--- src/rtl/axis_width_conv_pkg.sv ---
// Shared types and elaboration helpers for the AXI-Stream width converters.
package axis_width_conv_pkg;

    typedef enum logic {
        IDLE = 1'b0,
        SEND = 1'b1
    } state_e;

    // Ceiling log2, used to size lane counters at elaboration time.
    function automatic int clog2(input int value);
        int result;
        result = 0;
        for (int i = 0; i < 31; i++) begin
            if ((1 << i) < value) begin
                result = i + 1;
            end
        end
        return result;
    endfunction

    // Index of the highest lane that has at least one byte enable set; 0 when none.
    function automatic int last_kept_lane(input logic [63:0] keep, input int beats);
        int bytes_per_lane;
        int lane;
        bytes_per_lane = 64 / beats;
        lane           = 0;
        for (int b = 0; b < 64; b++) begin
            if (keep[b]) begin
                lane = b / bytes_per_lane;
            end
        end
        return lane;
    endfunction

endpackage

--- src/rtl/axis_keep_last_lane.sv ---
// Priority encoder: wide TKEEP -> index of the highest narrow lane carrying data.
module axis_keep_last_lane
    import axis_width_conv_pkg::*;
#(
    parameter int KEEP_W = 64,
    parameter int BEATS  = 8,
    parameter int LANE_W = clog2(BEATS)
) (
    input  logic [KEEP_W-1:0] keep_i,
    output logic [LANE_W-1:0] lane_o
);

    // Highest kept lane of the incoming word.
    always_comb begin
        lane_o = LANE_W'(last_kept_lane(keep_i, BEATS));
    end

endmodule

--- src/rtl/width_conv_512_64.sv ---
// AXI-Stream 512->64 width down-converter, lane 0 first, TKEEP-trimmed on the
// packet's final word, accepting the next wide word on the final narrow beat.
module width_conv_512_64
    import axis_width_conv_pkg::*;
#(
    parameter int C_S00_AXIS_TDATA_WIDTH = 512,
    parameter int C_M00_AXIS_TDATA_WIDTH = 64,
    parameter int NUM_OF_BEATS           = C_S00_AXIS_TDATA_WIDTH / C_M00_AXIS_TDATA_WIDTH
) (
    input  logic                                  aclk,
    input  logic                                  aresetn,
    input  logic [C_S00_AXIS_TDATA_WIDTH-1:0]     S_AXIS_TDATA,
    input  logic [C_S00_AXIS_TDATA_WIDTH/8-1:0]   S_AXIS_TKEEP,
    input  logic                                  S_AXIS_TVALID,
    input  logic                                  S_AXIS_TLAST,
    output logic                                  S_AXIS_TREADY,
    output logic [C_M00_AXIS_TDATA_WIDTH-1:0]     M_AXIS_TDATA,
    output logic [C_M00_AXIS_TDATA_WIDTH/8-1:0]   M_AXIS_TKEEP,
    output logic                                  M_AXIS_TVALID,
    output logic                                  M_AXIS_TLAST,
    input  logic                                  M_AXIS_TREADY
);

    localparam int S_W     = C_S00_AXIS_TDATA_WIDTH;
    localparam int M_W     = C_M00_AXIS_TDATA_WIDTH;
    localparam int S_KW    = S_W / 8;
    localparam int M_KW    = M_W / 8;
    localparam int LANE_W  = clog2(NUM_OF_BEATS);
    localparam logic [LANE_W-1:0] MAX_LANE = LANE_W'(NUM_OF_BEATS - 1);

    state_e              state_q, state_d;
    logic [LANE_W-1:0]   beat_q, beat_d;
    logic [LANE_W-1:0]   last_lane_q, last_lane_d;
    logic [S_W-1:0]      word_q;
    logic [S_KW-1:0]     keep_q;
    logic                tlast_q;

    logic [LANE_W-1:0]   kept_lane;
    logic                load;
    logic                final_beat;
    logic                s_ready;
    logic [M_W-1:0]      data_lanes [NUM_OF_BEATS];
    logic [M_KW-1:0]     keep_lanes [NUM_OF_BEATS];

    axis_keep_last_lane #(
        .KEEP_W (S_KW),
        .BEATS  (NUM_OF_BEATS),
        .LANE_W (LANE_W)
    ) u_last_lane (
        .keep_i (S_AXIS_TKEEP),
        .lane_o (kept_lane)
    );

    // Next state, lane counter and S-side acceptance; M_TREADY feeds S_TREADY combinationally.
    always_comb begin
        state_d    = state_q;
        beat_d     = beat_q;
        s_ready    = 1'b0;
        load       = 1'b0;
        final_beat = (beat_q == last_lane_q);
        case (state_q)
            IDLE: begin
                s_ready = 1'b1;
                if (S_AXIS_TVALID) begin
                    load    = 1'b1;
                    state_d = SEND;
                    beat_d  = '0;
                end
            end
            SEND: begin
                if (M_AXIS_TREADY) begin
                    if (!final_beat) begin
                        beat_d = beat_q + 1'b1;
                    end else begin
                        s_ready = 1'b1;
                        if (S_AXIS_TVALID) begin
                            load   = 1'b1;
                            beat_d = '0;
                        end else begin
                            state_d = IDLE;
                        end
                    end
                end
            end
            default: begin
                state_d = IDLE;
            end
        endcase
        // Only the packet's final word is trimmed; other words always run all lanes.
        last_lane_d = last_lane_q;
        if (load) begin
            last_lane_d = S_AXIS_TLAST ? kept_lane : MAX_LANE;
        end
    end

    // Control state: cleared asynchronously so a word in flight is dropped at once.
    always_ff @(posedge aclk or negedge aresetn) begin
        if (!aresetn) begin
            state_q     <= IDLE;
            beat_q      <= '0;
            last_lane_q <= '0;
        end else begin
            state_q     <= state_d;
            beat_q      <= beat_d;
            last_lane_q <= last_lane_d;
        end
    end

    // Wide holding registers; contents are only observed while in SEND.
    always_ff @(posedge aclk) begin
        if (load) begin
            word_q  <= S_AXIS_TDATA;
            keep_q  <= S_AXIS_TKEEP;
            tlast_q <= S_AXIS_TLAST;
        end
    end

    // Split the held word into narrow lanes for the beat mux.
    always_comb begin
        for (int l = 0; l < NUM_OF_BEATS; l++) begin
            data_lanes[l] = word_q[l*M_W +: M_W];
            keep_lanes[l] = keep_q[l*M_KW +: M_KW];
        end
    end

    // Outputs are forced to zero outside SEND, which also covers reset.
    always_comb begin
        M_AXIS_TVALID = (state_q == SEND);
        M_AXIS_TDATA  = '0;
        M_AXIS_TKEEP  = '0;
        M_AXIS_TLAST  = 1'b0;
        if (state_q == SEND) begin
            M_AXIS_TDATA = data_lanes[beat_q];
            M_AXIS_TKEEP = keep_lanes[beat_q];
            M_AXIS_TLAST = tlast_q && final_beat;
        end
        S_AXIS_TREADY = aresetn && s_ready;
    end

endmodule
--- config.mk ---
export PLATFORM = sky130hd
export DESIGN_NAME = width_conv_512_64
export DESIGN_NICKNAME = d
export VERILOG_FILES = /design/src/rtl/axis_width_conv_pkg.sv /design/src/rtl/axis_keep_last_lane.sv /design/src/rtl/width_conv_512_64.sv
export SDC_FILE = /design/constraint.sdc
export NUM_CORES = 1
export LEC_CHECK = 0
export CAP_MARGIN = 20
export CORE_AREA = 5 5 255 257
export CTS_BUF_LIST = sky130_fd_sc_hd__clkbuf_8
export DETAILED_ROUTE_END_ITERATION = 7
export DIE_AREA = 0 0 260 262
export GPL_TIMING_DRIVEN = 1
export HOLD_SLACK_MARGIN = 0.03
export PLACE_DENSITY = 0.63
export SLEW_MARGIN = 0
export SYNTH_ARGS = -nofsm -noshare
export SYNTH_HDL_FRONTEND = slang
export SYNTH_HIERARCHICAL = 1
export SYNTH_SLANG_ARGS = --single-unit
--- constraint.sdc ---
create_clock -name aclk -period 18.3 [get_ports aclk]
set_input_delay 2.745 -clock aclk [delete_from_list [all_inputs] [get_ports aclk]]
set_output_delay 2.745 -clock aclk [all_outputs]
set_load 0.02 [all_outputs]
==> results.yml <==
run_status:
  status: "finished clean"
timing:
  timing.final.crit_period_ps: 7596
  worst_pin_slew_ps: 1184
  fin_skew_ps: 39.17
  rsz0062_at_grt: "false"
  min_period_over_period: 0.4151
  finalHoldViolations: 0
  setup_tns_ps: 0
  slew_violations: 0
  relSlewSlack: 0.2104
  max_freq_mhz: 131.7
  timing.final.setup_violations: 0
synth:
  synthTopCellsByArea: "edfxtp_1, mux4_2, mux2i_1"
  synthArstFlopShare: 0.01199
  ys_warn_count: 6
  synth_edf_count: 577
  yosysTopAreaCell: "edfxtp_1"
  yosysMostFrequentCell: "edfxtp_1"
  syn-cell-area_mm2: 0.02251
  synth.distinct_cells: 35
  synth_nets: 1571
  synth_top_area_frac: 0.7697
  synthTopCellsByCount: "edfxtp_1, mux4_2, nor2_1, mux2i_1, clkbuf_1"
  syn_area_per_cell_um2: 22.76
  synthFlopType: "edfxtp_1"
  synth_cells: 989
  yosysSeqAreaShare: 0.7775
  ys_ff_latch: 584
setup_path:
  crit_top_cell: "clkdlybuf4s50_1"
  worstPathArrival_ps: 4850
  rrSetupSlack_ps: 12550
  cp_slowest_stage_delay_ps: 660
  rr_worst_depth: 7
  required_ps: 15550
  crit_family: "buffers and inverters"
  worst-path-buf-inv: 3
  crit_type: "primary input to output port"
  crit_slowest_cell: "clkdlybuf4s50_1"
  r2r_start: "beat_q[1]"
  crit_path_start_kind: "primary input"
  critPathMaxFanout: 9
  crit-reg2reg-capture: "word_q[448]"
  worstPathCellList: "clkdlybuf4s50_1 -> inv_1 -> o41ai_4 -> and2_1 -> clkdlybuf4s50_1"
  end_kind: "output port"
clock_network:
  cts_buffers: 100
  hold_buffers: 0
  postCtsSetupBuffers: 0
  cts.clk_slew.worst_paths_ps: 50
  cts_max_level: 3
  clk_latency_ps: 680
  cts_resized: 0
  cts_max_path_buffers: 3
  cts_tree: "built"
  clock-root-buffer: "clkbuf_8"
  cts_sinks: 584
placement:
  io_buffers: 655
  place_hpwl_mm: 47.70
  place_congestion: 0.8005
  dpl.cell_count: 2450
power:
  cellPowerDensity_mw_per_mm2: 138.8
  peakVddDrop_mv: 0.09737
  swShare: 0.3147
  p_int_w: 0.003021
  combPwrFrac: 0.346
  leakage_nw: 10.73
  clock_power_share: 0.243
  seqPwrFrac: 0.411
  netSwitchingPower_w: 0.001387
global_routing:
  grt_pass1_wl_mm: 91.12
  grt_busiest_layer: "met2"
  grt_use_met3: 0.08349
  grt_overflow: 0
  antenna_found_initial: 25
  grt_pass1_vias: 13960
  grt.total_usage: 0.1840
  use_met2: 0.3177
  grt_max_degree: 186
  grtUsageMet1: 0.2087
min_path:
  whs_path_depth: 2
  whs_endpoint: "last_lane_q[2]"
  hold_path.class: "flop to flop"
  worstHoldStart: "last_lane_q[2]"
detailed_routing:
  drt_iter0_markers: 862
  vias: 12730
  viasPerCell: 4.822
  routed_wl_mm: 65.56
  dr.pass1.iters: 5
  antenna_left: 0
  drc: 0
  wl_per_cell_um: 24.83
final_layout:
  syn2layout_area_growth_pct: 41.11
  fillers: 5178
  drive_gt1_frac: 0.1585
  final_cells: 2640
  final_nets: 2289
floorplanning:
  die_area_mm2: 0.06812
  start_util: 0.3602
  dieWidth_um: 260
  coreArea_mm2: 0.06250
  pin_count: 656
  die_y_um: 262
  rows: 92
job:
  maxCapViolCount: 0
-- power by group through the flow --
stage	registers (W)	clock network, W	logic (W)
after floorplan	0.00189	0	0.000978
after global placement	0.00184	0	0.00154
after detailed placement	0.00185	0	0.00155
after CTS	0.00182	0.00111	0.00156
after global routing	0.00183	0.00117	0.00162
final	0.00181	0.00107	0.00152
-- worst reg2reg max path: stages (launching register included) --
cell and delay [ps]:
dfrtp_4 870, buf_4 860, xor2_1 300, o41ai_4 490, nand2_1 240, inv_8 690
buf_4 940, buf_4 930
-- layout by cell type, fill, tap and decap left out, types with 2 or more instances in the layout --
| cell type | count |
|---|---|
| mux2i_1 | 73 |
| clkinv_2 | 7 |
| a21oi_1 | 5 |
| nand2_1 | 9 |
| clkbuf_8 | 102 |
| bufinv_16 | 2 |
| nor4_1 | 10 |
| edfxtp_1 | 577 |
| buf_4 | 10 |
| dfrtp_4 | 3 |
| nor3_1 | 2 |
| clkinv_8 | 3 |
| nor2_1 | 75 |
| o21ai_1 | 2 |
| xor2_1 | 3 |
| inv_8 | 2 |
| dfrtp_1 | 4 |
| or4_4 | 2 |
| and3_1 | 2 |
| a41oi_1 | 3 |
| mux4_2 | 144 |
| clkdlybuf4s50_1 | 655 |
| clkinv_1 | 25 |
| or3_1 | 2 |
| inv_1 | 44 |
| diode_2 | 9 |
-- logic make-up after synthesis --
kind of cell / synth area share
xor gates and xnor gates: 0.001167
adders and majority gates: 0.0005557
buffers and inverters: 0.01612
AOI/OAI and AO/OA: 0.005280
muxes: 0.1765
DFF: 0.7775
and+or+nand+nor: 0.02290
-- metrics by stage --
| stage | setup slack (ps) | total power (W) | instance area, µm² | hold slack, ps | util |
|---|---|---|---|---|---|
| 2_1_floorplan | 2847 | 0.002868 | 22510 | 558.8 | - |
| 3_3_place_gp | 10720 | 0.003377 | 29900 | 581.4 | 0.4784 |
| 3_5_place_dp | 10720 | 0.003395 | 29900 | 597.0 | 0.4784 |
| 4_1_cts | 10690 | 0.004483 | 31720 | 607.4 | 0.5074 |
| 5_1_grt | 10510 | 0.004626 | 31760 | 666.1 | 0.5080 |
| 6_report | 10700 | 0.004408 | 31770 | 595.8 | 0.5082 |
-- layout make-up --
| cell class | instances | area [µm²] | share of cell area |
|---|---|---|---|
| diodes | 9 | 22.52 | 0.0007090 |
| clock buffers | 102 | 1404 | 0.04419 |
| clock inverters | 78 | 406.6 | 0.01280 |
| inverters | 7 | 35.03 | 0.001103 |
| multi-input cells | 347 | 4647 | 0.1463 |
| flip-flops and latches | 584 | 17510 | 0.5513 |
| well taps | 846 | 1059 | 0.03332 |
| repair buffers | 667 | 6679 | 0.2103 |
-- flip-flops by register name (all words and copies together), names as in the netlist --
register       cells
M_AXIS_TVALID      1
beat_q             3
tlast_q            1
last_lane_q        3
word_q           512
keep_q            64
-- layer usage --
metal  vias up  wire [µm]
met5         -        233
met4        34       1433
met3       131       6828
met2       560      33310
met1      6398      23750
li1       5607          -
-- worst max path at each step --
stage / start / endpoint / slack, ps / cells past startpoint
finish: M_AXIS_TREADY / S_AXIS_TREADY / 10700 / 5
global route: beat_q[0] / M_AXIS_TDATA[18] / 10510 / 6
CTS: M_AXIS_TREADY / S_AXIS_TREADY / 10690 / 5
detailed placement: M_AXIS_TREADY / S_AXIS_TREADY / 10720 / 5
global placement: M_AXIS_TREADY / S_AXIS_TREADY / 10720 / 5
floorplan: M_AXIS_TREADY / keep_q[0] / 2850 / 4
No activity file was read; power rests on OpenSTA's default activity.
